[config.mk]
export PLATFORM = sky130hd
export DESIGN_NAME = hazard_ctrl
export DESIGN_NICKNAME = d
export VERILOG_FILES = /design/src/rtl/riscv_pkg.sv /design/src/rtl/hazard_sat_cnt.sv /design/src/rtl/hazard_ctrl.sv
export SDC_FILE = /design/constraint.sdc
export NUM_CORES = 1
export LEC_CHECK = 0
export CAP_MARGIN = 20
export CORE_UTILIZATION = 35
export DETAILED_ROUTE_END_ITERATION = 10
export PLACE_DENSITY_LB_ADDON = 0.08
export SLEW_MARGIN = 20
export SYNTH_ARGS = -nofsm -noshare
export SYNTH_HDL_FRONTEND = slang
export SYNTH_SLANG_ARGS = --single-unit
[constraint.sdc]
create_clock -name clk -period 2.88 [get_ports clk]
set_input_delay 0.288 -clock clk [delete_from_list [all_inputs] [get_ports clk]]
set_output_delay 0.288 -clock clk [all_outputs]
set_load 0.1 [all_outputs]
[src/rtl/riscv_pkg.sv]
// Shared pipeline-control types for the hazard unit.
// FSM state encoding, control bundle and the load-use detector.
package riscv_pkg;

    typedef enum logic {
        RUN      = 1'b0,
        MEM_WAIT = 1'b1
    } hz_state_t;

    typedef struct packed {
        logic pc_en;
        logic ifid_en;
        logic idex_en;
        logic exmem_en;
        logic ifid_flush;
        logic idex_flush;
    } hz_ctrl_t;

    localparam hz_ctrl_t CTRL_RUN = '{
        pc_en:      1'b1,
        ifid_en:    1'b1,
        idex_en:    1'b1,
        exmem_en:   1'b1,
        ifid_flush: 1'b0,
        idex_flush: 1'b0
    };

    localparam hz_ctrl_t CTRL_FREEZE = '{
        pc_en:      1'b0,
        ifid_en:    1'b0,
        idex_en:    1'b0,
        exmem_en:   1'b0,
        ifid_flush: 1'b0,
        idex_flush: 1'b0
    };

    localparam hz_ctrl_t CTRL_LOAD_USE = '{
        pc_en:      1'b0,
        ifid_en:    1'b0,
        idex_en:    1'b1,
        exmem_en:   1'b1,
        ifid_flush: 1'b0,
        idex_flush: 1'b1
    };

    localparam hz_ctrl_t CTRL_BRANCH = '{
        pc_en:      1'b1,
        ifid_en:    1'b1,
        idex_en:    1'b1,
        exmem_en:   1'b1,
        ifid_flush: 1'b1,
        idex_flush: 1'b1
    };

    // x0 never carries a value, so a load to x0 cannot create a dependency.
    function automatic logic load_use_hit(
        input logic [4:0] rs1,
        input logic [4:0] rs2,
        input logic       use_rs1,
        input logic       use_rs2,
        input logic [4:0] rd,
        input logic       mem_read
    );
        logic m1;
        logic m2;
        m1 = use_rs1 && (rs1 == rd);
        m2 = use_rs2 && (rs2 == rd);
        return mem_read && (rd != 5'd0) && (m1 || m2);
    endfunction

    // A taken branch squashes the dependent instruction instead of stalling it.
    function automatic hz_ctrl_t run_ctrl(
        input logic lu,
        input logic br
    );
        hz_ctrl_t c;
        c = CTRL_RUN;
        if (br) begin
            c = CTRL_BRANCH;
        end else if (lu) begin
            c = CTRL_LOAD_USE;
        end
        return c;
    endfunction

endpackage

[src/rtl/hazard_sat_cnt.sv]
// Saturating event counter used for the hazard performance counters.
// Sticks at all-ones instead of wrapping.
module hazard_sat_cnt #(
    parameter int W = 32
) (
    input  logic         clk,
    input  logic         reset_n,
    input  logic         inc,
    output logic [W-1:0] count
);

    // Count events, holding at the maximum value.
    always_ff @(posedge clk or negedge reset_n) begin
        if (!reset_n) begin
            count <= '0;
        end else if (inc && (count != '1)) begin
            count <= count + W'(1);
        end
    end

endmodule

[src/rtl/hazard_ctrl.sv]
// Pipeline hazard controller: load-use stall, branch flush, dmem freeze.
// Performance counters are built only when HAZARD_PERF_EN is defined.
module hazard_ctrl #(
    parameter int MAX_WAIT = 255,
    parameter int CNT_W    = 32
) (
    input  logic             clk,
    input  logic             reset_n,
    input  logic [4:0]       id_rs1,
    input  logic [4:0]       id_rs2,
    input  logic             id_use_rs1,
    input  logic             id_use_rs2,
    input  logic [4:0]       ex_rd,
    input  logic             ex_mem_read,
    input  logic             ex_pcsel,
    input  logic             dmem_req,
    input  logic             dmem_ack,
    output logic             pc_en,
    output logic             ifid_en,
    output logic             idex_en,
    output logic             exmem_en,
    output logic             ifid_flush,
    output logic             idex_flush,
    output logic             bus_err,
    output logic [CNT_W-1:0] stall_cnt,
    output logic [CNT_W-1:0] flush_cnt
);

    import riscv_pkg::*;

    localparam int WW = (MAX_WAIT < 1) ? 1 : $clog2(MAX_WAIT + 1);

    hz_state_t     state;
    logic [WW-1:0] wait_cnt;
    logic          bus_err_q;
    logic          lu_hit;
    logic          tmo_hit;
    logic          freeze;
    hz_ctrl_t      ctrl;

    assign lu_hit = load_use_hit(id_rs1, id_rs2, id_use_rs1,
                                 id_use_rs2, ex_rd, ex_mem_read);

    assign tmo_hit = (wait_cnt == WW'(MAX_WAIT));

    // Decide whether the pipe is frozen by an outstanding dmem access.
    always_comb begin
        freeze = 1'b0;
        unique case (state)
            RUN:      freeze = dmem_req && !dmem_ack;
            MEM_WAIT: freeze = !dmem_ack && !tmo_hit;
            default:  freeze = 1'b0;
        endcase
    end

    // Pick the control bundle: reset, then freeze, then branch/load-use.
    always_comb begin
        ctrl = CTRL_RUN;
        priority case (1'b1)
            !reset_n: ctrl = CTRL_RUN;
            freeze:   ctrl = CTRL_FREEZE;
            default:  ctrl = run_ctrl(lu_hit, ex_pcsel);
        endcase
    end

    assign pc_en      = ctrl.pc_en;
    assign ifid_en    = ctrl.ifid_en;
    assign idex_en    = ctrl.idex_en;
    assign exmem_en   = ctrl.exmem_en;
    assign ifid_flush = ctrl.ifid_flush;
    assign idex_flush = ctrl.idex_flush;
    assign bus_err    = bus_err_q;

    // Wait-state tracking, timeout and sticky bus error.
    always_ff @(posedge clk or negedge reset_n) begin
        if (!reset_n) begin
            state     <= RUN;
            wait_cnt  <= '0;
            bus_err_q <= 1'b0;
        end else begin
            unique case (state)
                RUN: begin
                    wait_cnt <= '0;
                    if (dmem_req && !dmem_ack) begin
                        state <= MEM_WAIT;
                    end
                end
                MEM_WAIT: begin
                    if (dmem_ack) begin
                        state    <= RUN;
                        wait_cnt <= '0;
                    end else if (tmo_hit) begin
                        state     <= RUN;
                        wait_cnt  <= '0;
                        bus_err_q <= 1'b1;
                    end else begin
                        wait_cnt <= wait_cnt + WW'(1);
                    end
                end
                default: begin
                    state    <= RUN;
                    wait_cnt <= '0;
                end
            endcase
        end
    end

`ifdef HAZARD_PERF_EN
    logic stall_inc;
    logic flush_inc;

    assign stall_inc = !ctrl.pc_en;
    assign flush_inc = ctrl.ifid_flush;

    hazard_sat_cnt #(
        .W (CNT_W)
    ) u_stall_cnt (
        .clk     (clk),
        .reset_n (reset_n),
        .inc     (stall_inc),
        .count   (stall_cnt)
    );

    hazard_sat_cnt #(
        .W (CNT_W)
    ) u_flush_cnt (
        .clk     (clk),
        .reset_n (reset_n),
        .inc     (flush_inc),
        .count   (flush_cnt)
    );
`else
    assign stall_cnt = '0;
    assign flush_cnt = '0;
`endif

endmodule

* Word-level counts from Yosys, hierarchy flattened
Cells that the tools add are included.
** Storage, ports and cells
- Bits in registers :: 10
- Bits of input ports :: 23
- Output and inout bits :: 71
- Logic and storage cells :: 32
** Operators by class
- Add/sub/neg operators :: 1
- Equality and inequality tests :: 3
- Multiplexer cells :: 12
- Bitwise logic cells :: 2
- Reductions and logical operators :: 11
** Operator list (number)
- 6-bit two-way mux :: 4
- 8-bit two-way mux :: 2
- 8-bit case mux with 2 select lines :: 1
- 5-bit == test :: 2
- 8-bit by 1-bit adder with 8-bit output (second input constant) :: 1
- 8-bit == test (second input constant) :: 1
- 1-bit logical AND :: 6
- 5-bit nonzero test :: 1
- 1-bit case mux with 2 select lines :: 2
- 1-bit two-way mux :: 3
- 3-bit AND reduction :: 1
- 1-bit zero test :: 2
- 1-bit NOT :: 2
- 1-bit logical OR :: 1

* Depth between registers and ports, before layout
- Depth in word-level cells :: 8
- Depth in mapped cells :: 5
- Depth with buffers taken out :: 4

* Worst setup path after synthesis
Ideal clock, no wire load.
- Path type :: flip-flop to output port
- Start point :: register wait_cnt[0]
- End point :: output port idex_flush
- Arrival :: 4037 ps
- Data required time :: 2592 ps
- Path slack :: -1445 ps
- Stages on the path, launching flop included :: 5
- Path buffers :: 0
- Cell sequence :: dfrtp_1 > ha_1 > a31oi_4 > nor3b_1 > o21bai_1
** Between the ends
- Longest elaborated chain between the ends :: 6
** Ends and longest elaborated chain
- start, declared :: RTL line hazard_ctrl.sv:34 : logic [WW-1:0] wait_cnt;
- start signal, assigned :: RTL line hazard_ctrl.sv:97 : wait_cnt <= wait_cnt + WW'(1);
- 8-bit == test :: RTL line hazard_ctrl.sv:44 : assign tmo_hit = (wait_cnt == WW'(MAX_WAIT));
- 1-bit zero test :: RTL line hazard_ctrl.sv:51 : MEM_WAIT: freeze = !dmem_ack && !tmo_hit;
- 1-bit logical AND :: RTL line hazard_ctrl.sv:51
- 1-bit case mux with 2 select lines :: RTL line hazard_ctrl.sv:49 : unique case (state)
- 6-bit two-way mux (2 in a row) :: RTL line hazard_ctrl.sv:59 : priority case (1'b1)
- end, declared :: RTL line hazard_ctrl.sv:23 : output logic idex_flush,
No other way between the ends.

* Worst setup path in the final report
- Start point :: input port ex_rd[1]
- End point :: output port pc_en
** Between the ends
- Longest elaborated chain between the ends :: 8
- Elaborated cells between the ends (all ways) :: 12
- Classes of those cells :: eq/ne: 2; mux: 4; reduce/logical: 6
** Ends and longest elaborated chain
- start, declared :: RTL line hazard_ctrl.sv:13 : input logic [4:0] ex_rd,
- 5-bit == test (on tied branches) :: RTL line riscv_pkg.sv:66, riscv_pkg.sv:67
- 1-bit logical AND (on tied branches) :: RTL line riscv_pkg.sv:66, riscv_pkg.sv:67
- 1-bit logical OR :: RTL line riscv_pkg.sv:68 : return mem_read && (rd != 5'd0) && (m1 || m2);
- 1-bit logical AND (*) :: RTL line riscv_pkg.sv:68
- 6-bit two-way mux (*) :: RTL line riscv_pkg.sv:80 : end else if (lu) begin
- 6-bit two-way mux (*) :: RTL line riscv_pkg.sv:78 : if (br) begin
- 6-bit two-way mux (*) (2 in a row) :: RTL line hazard_ctrl.sv:59
- end, declared :: RTL line hazard_ctrl.sv:18 : output logic pc_en,
Every way passes the cells marked *; elsewhere a longest branch is shown, timed or not.

==> out/qor.yml <==
power.leakage_uw: 0.000631
yosys.area.top_type: "buf_4"
nFillCells: 313
first_iter_violations: 14
start_util_pct: 36.9
dr_total_vias: 742
overflow: 0
antenna_found_initial: 0
cts_buffers: 3
fin_crit_sh_pct: 83.0
place_congestion: 0.818
cp_max_fo: 3
drt_first_pass_iters: 5
synthesis.yosys.warnings: 0
routed_wl_microns: 1810
hold_viol_final: 0
worst_slack_ns: 0.490
coreArea_sq_mm: 0.00305
dieArea_sq_mm: 0.00345
clk_latency_ns: 0.26
grt_use_total_pct: 10.9
wl_per_cell_microns: 8.89
hpwl_microns: 1550
avgSynthCellArea_sq_um: 8.73
layout.nets: 185
fmax_mhz: 418
clkTransAtPathRegs_ns: 0.06
yosys-top-cells-area: "buf_4 (44%), dfrtp_1 (22%), xor2_1 (10%), nor2_1 (2.7%), xnor2_1 (2.3%)"
critPathKind: "input pin to output port"
die_x_microns: 58.7
ir_worst_vdd_v: 0.000227
clock_sinks: 10
h-tree-depth: 1
reg2reg_slack_ns: 1.48
cts-hold-fix-buffers: 0
cp.arrival_ns: 2.10
cap_violations: 0
dp_slack_ns: 0.471
tns_ns: 0
cts-resized-gates: 0
critPathLaunchType: "input pin"
cp-end-kind: "output port"
synth_ff_type: "dfrtp_1"
rsz0062_at_grt: "false"
vias_per_cell: 3.66
yosys.cell_count.top_type: "buf_4"
die_h_microns: 58.7
setup_viol: 0
grt_pass1_wl_microns: 2880
min_path_type: "input pin to asynchronous set/reset pin"
syn_inst: 129
synth_seq_area_share_pct: 22.2
ys_seq_elements: 10
synthArstFlopShare_pct: 100
status: "complete, no violations"
grt_pass1_vias: 675
antenna_left: 0
r2r_start: "wait_cnt[0]"
final_layout_size_suffix_gt1_share_pct: 10.1
port_buffers: 29
synth_area_sq_mm: 0.00113
yosys-top-cells-count: "buf_4 (66), xor2_1 (13), dfrtp_1 (10)"
fin_crit_ns: 2.39
root_buffer: "clkbuf_4"
finClkSkew_ns: 0.00123
hold_slack_ns: 0.391
synth_edf_count: 0
yosysUniqueCellTypes: 25
area_growth_pct: 14.3
cts_setup_buffers: 0
synth_top_area_share_pct: 44.0
placementRows: 20
crit_required_ns: 2.59
num_io_pins: 94
antenna-diode-count: 0
power_density_mw_per_mm2: 559
cts_tree: "done"
clk_path_buf_depth: 2
drc_errors: 0
finalMaxSlewViolations: 0
crit_start: "ex_rd[1]"
grt_start_max_net_pins: 12
## report_power, final
part	switching (uW)	total (uW)	internal, uW
Clock	47.4	95.7	48.3
Combinational	425	480	54.6
Sequential	2.02	144	142
Total	474	720	245
## through the flow
step	util [%]	area (sq um)	power [uW]	instances
floorplan	-	1380	637	192
global placement	41.4	1260	627	200
detailed placement	41.4	1260	626	200
CTS	42.2	1290	719	203
global route	42.2	1290	741	203
finish	42.2	1290	720	203
## registers in the layout, summed over array words and instances (netlist names)
signal    cells
bus_err       1
state         1
wait_cnt      8
## final timing paths
path                       depth (start not counted)          end
max                                                6        pc_en
min                                                2  wait_cnt[5]
max reg2reg                                        4  wait_cnt[2]
min reg2reg                                        1      bus_err
max in group asynchronous                          2  wait_cnt[0]
min in group clk                                   1      bus_err
## critical path: stages
cell             delay (ns)
clkdlybuf4s50_1        0.47
xor2_1                 0.20
nor4_2                 0.27
a32oi_1                0.16
o41a_2                 0.51
buf_12                 0.19
## placed cells by master (no fill, tap or decap), drive strengths merged
master         instances
ha                     1
nor4                   2
and2                   1
nand4                  2
nand2                  2
o21bai                 3
nor2                   8
clkdlybuf4s50         22
xnor2                  3
nand3                  3
dfrtp                 10
a32oi                  1
nor3b                  1
clkbuf                 3
or4                    1
or3                    1
xor2                  13
o21ai                  1
and4                   1
inv                    2
conb                  64
buf                    8
o41a                   1
a31oi                  1
nand2b                 2
and3                   2
## logic make-up after synthesis
family,Yosys count,synth area share [%]
buffers and inverters,68,44.7
AND/OR/NAND/NOR,26,13.1
XOR/XNOR,16,12.4
flip-flops,10,22.2
AO/OA/AOI/OAI,7,6.11
adder cells (fa/ha/maj),1,1.11
other,1,0.333
## area by class of cell
type	count	area (sq um)	area share (%)
multi-input combinational	114	622	48.3
timing repair buffer	30	330	25.7
sequential	10	250	19.4
tap	44	55.1	4.28
clock buffer	3	22.5	1.75
inverter	2	7.51	0.583
## routing by layer
layer / vias up / wire [microns] / track usage (%) / part of all wire [%]
li1: 347 / - / - / -
met1: 344 / 740 / 13.0 / 41
met2: 51 / 913 / 19.6 / 51
met3: 0 / 152 / 2.86 / 8.4
met4: 0 / 0 / 2.04 / 0
met5: - / 0 / 0 / 0
No activity file was read; power rests on OpenSTA's default activity.
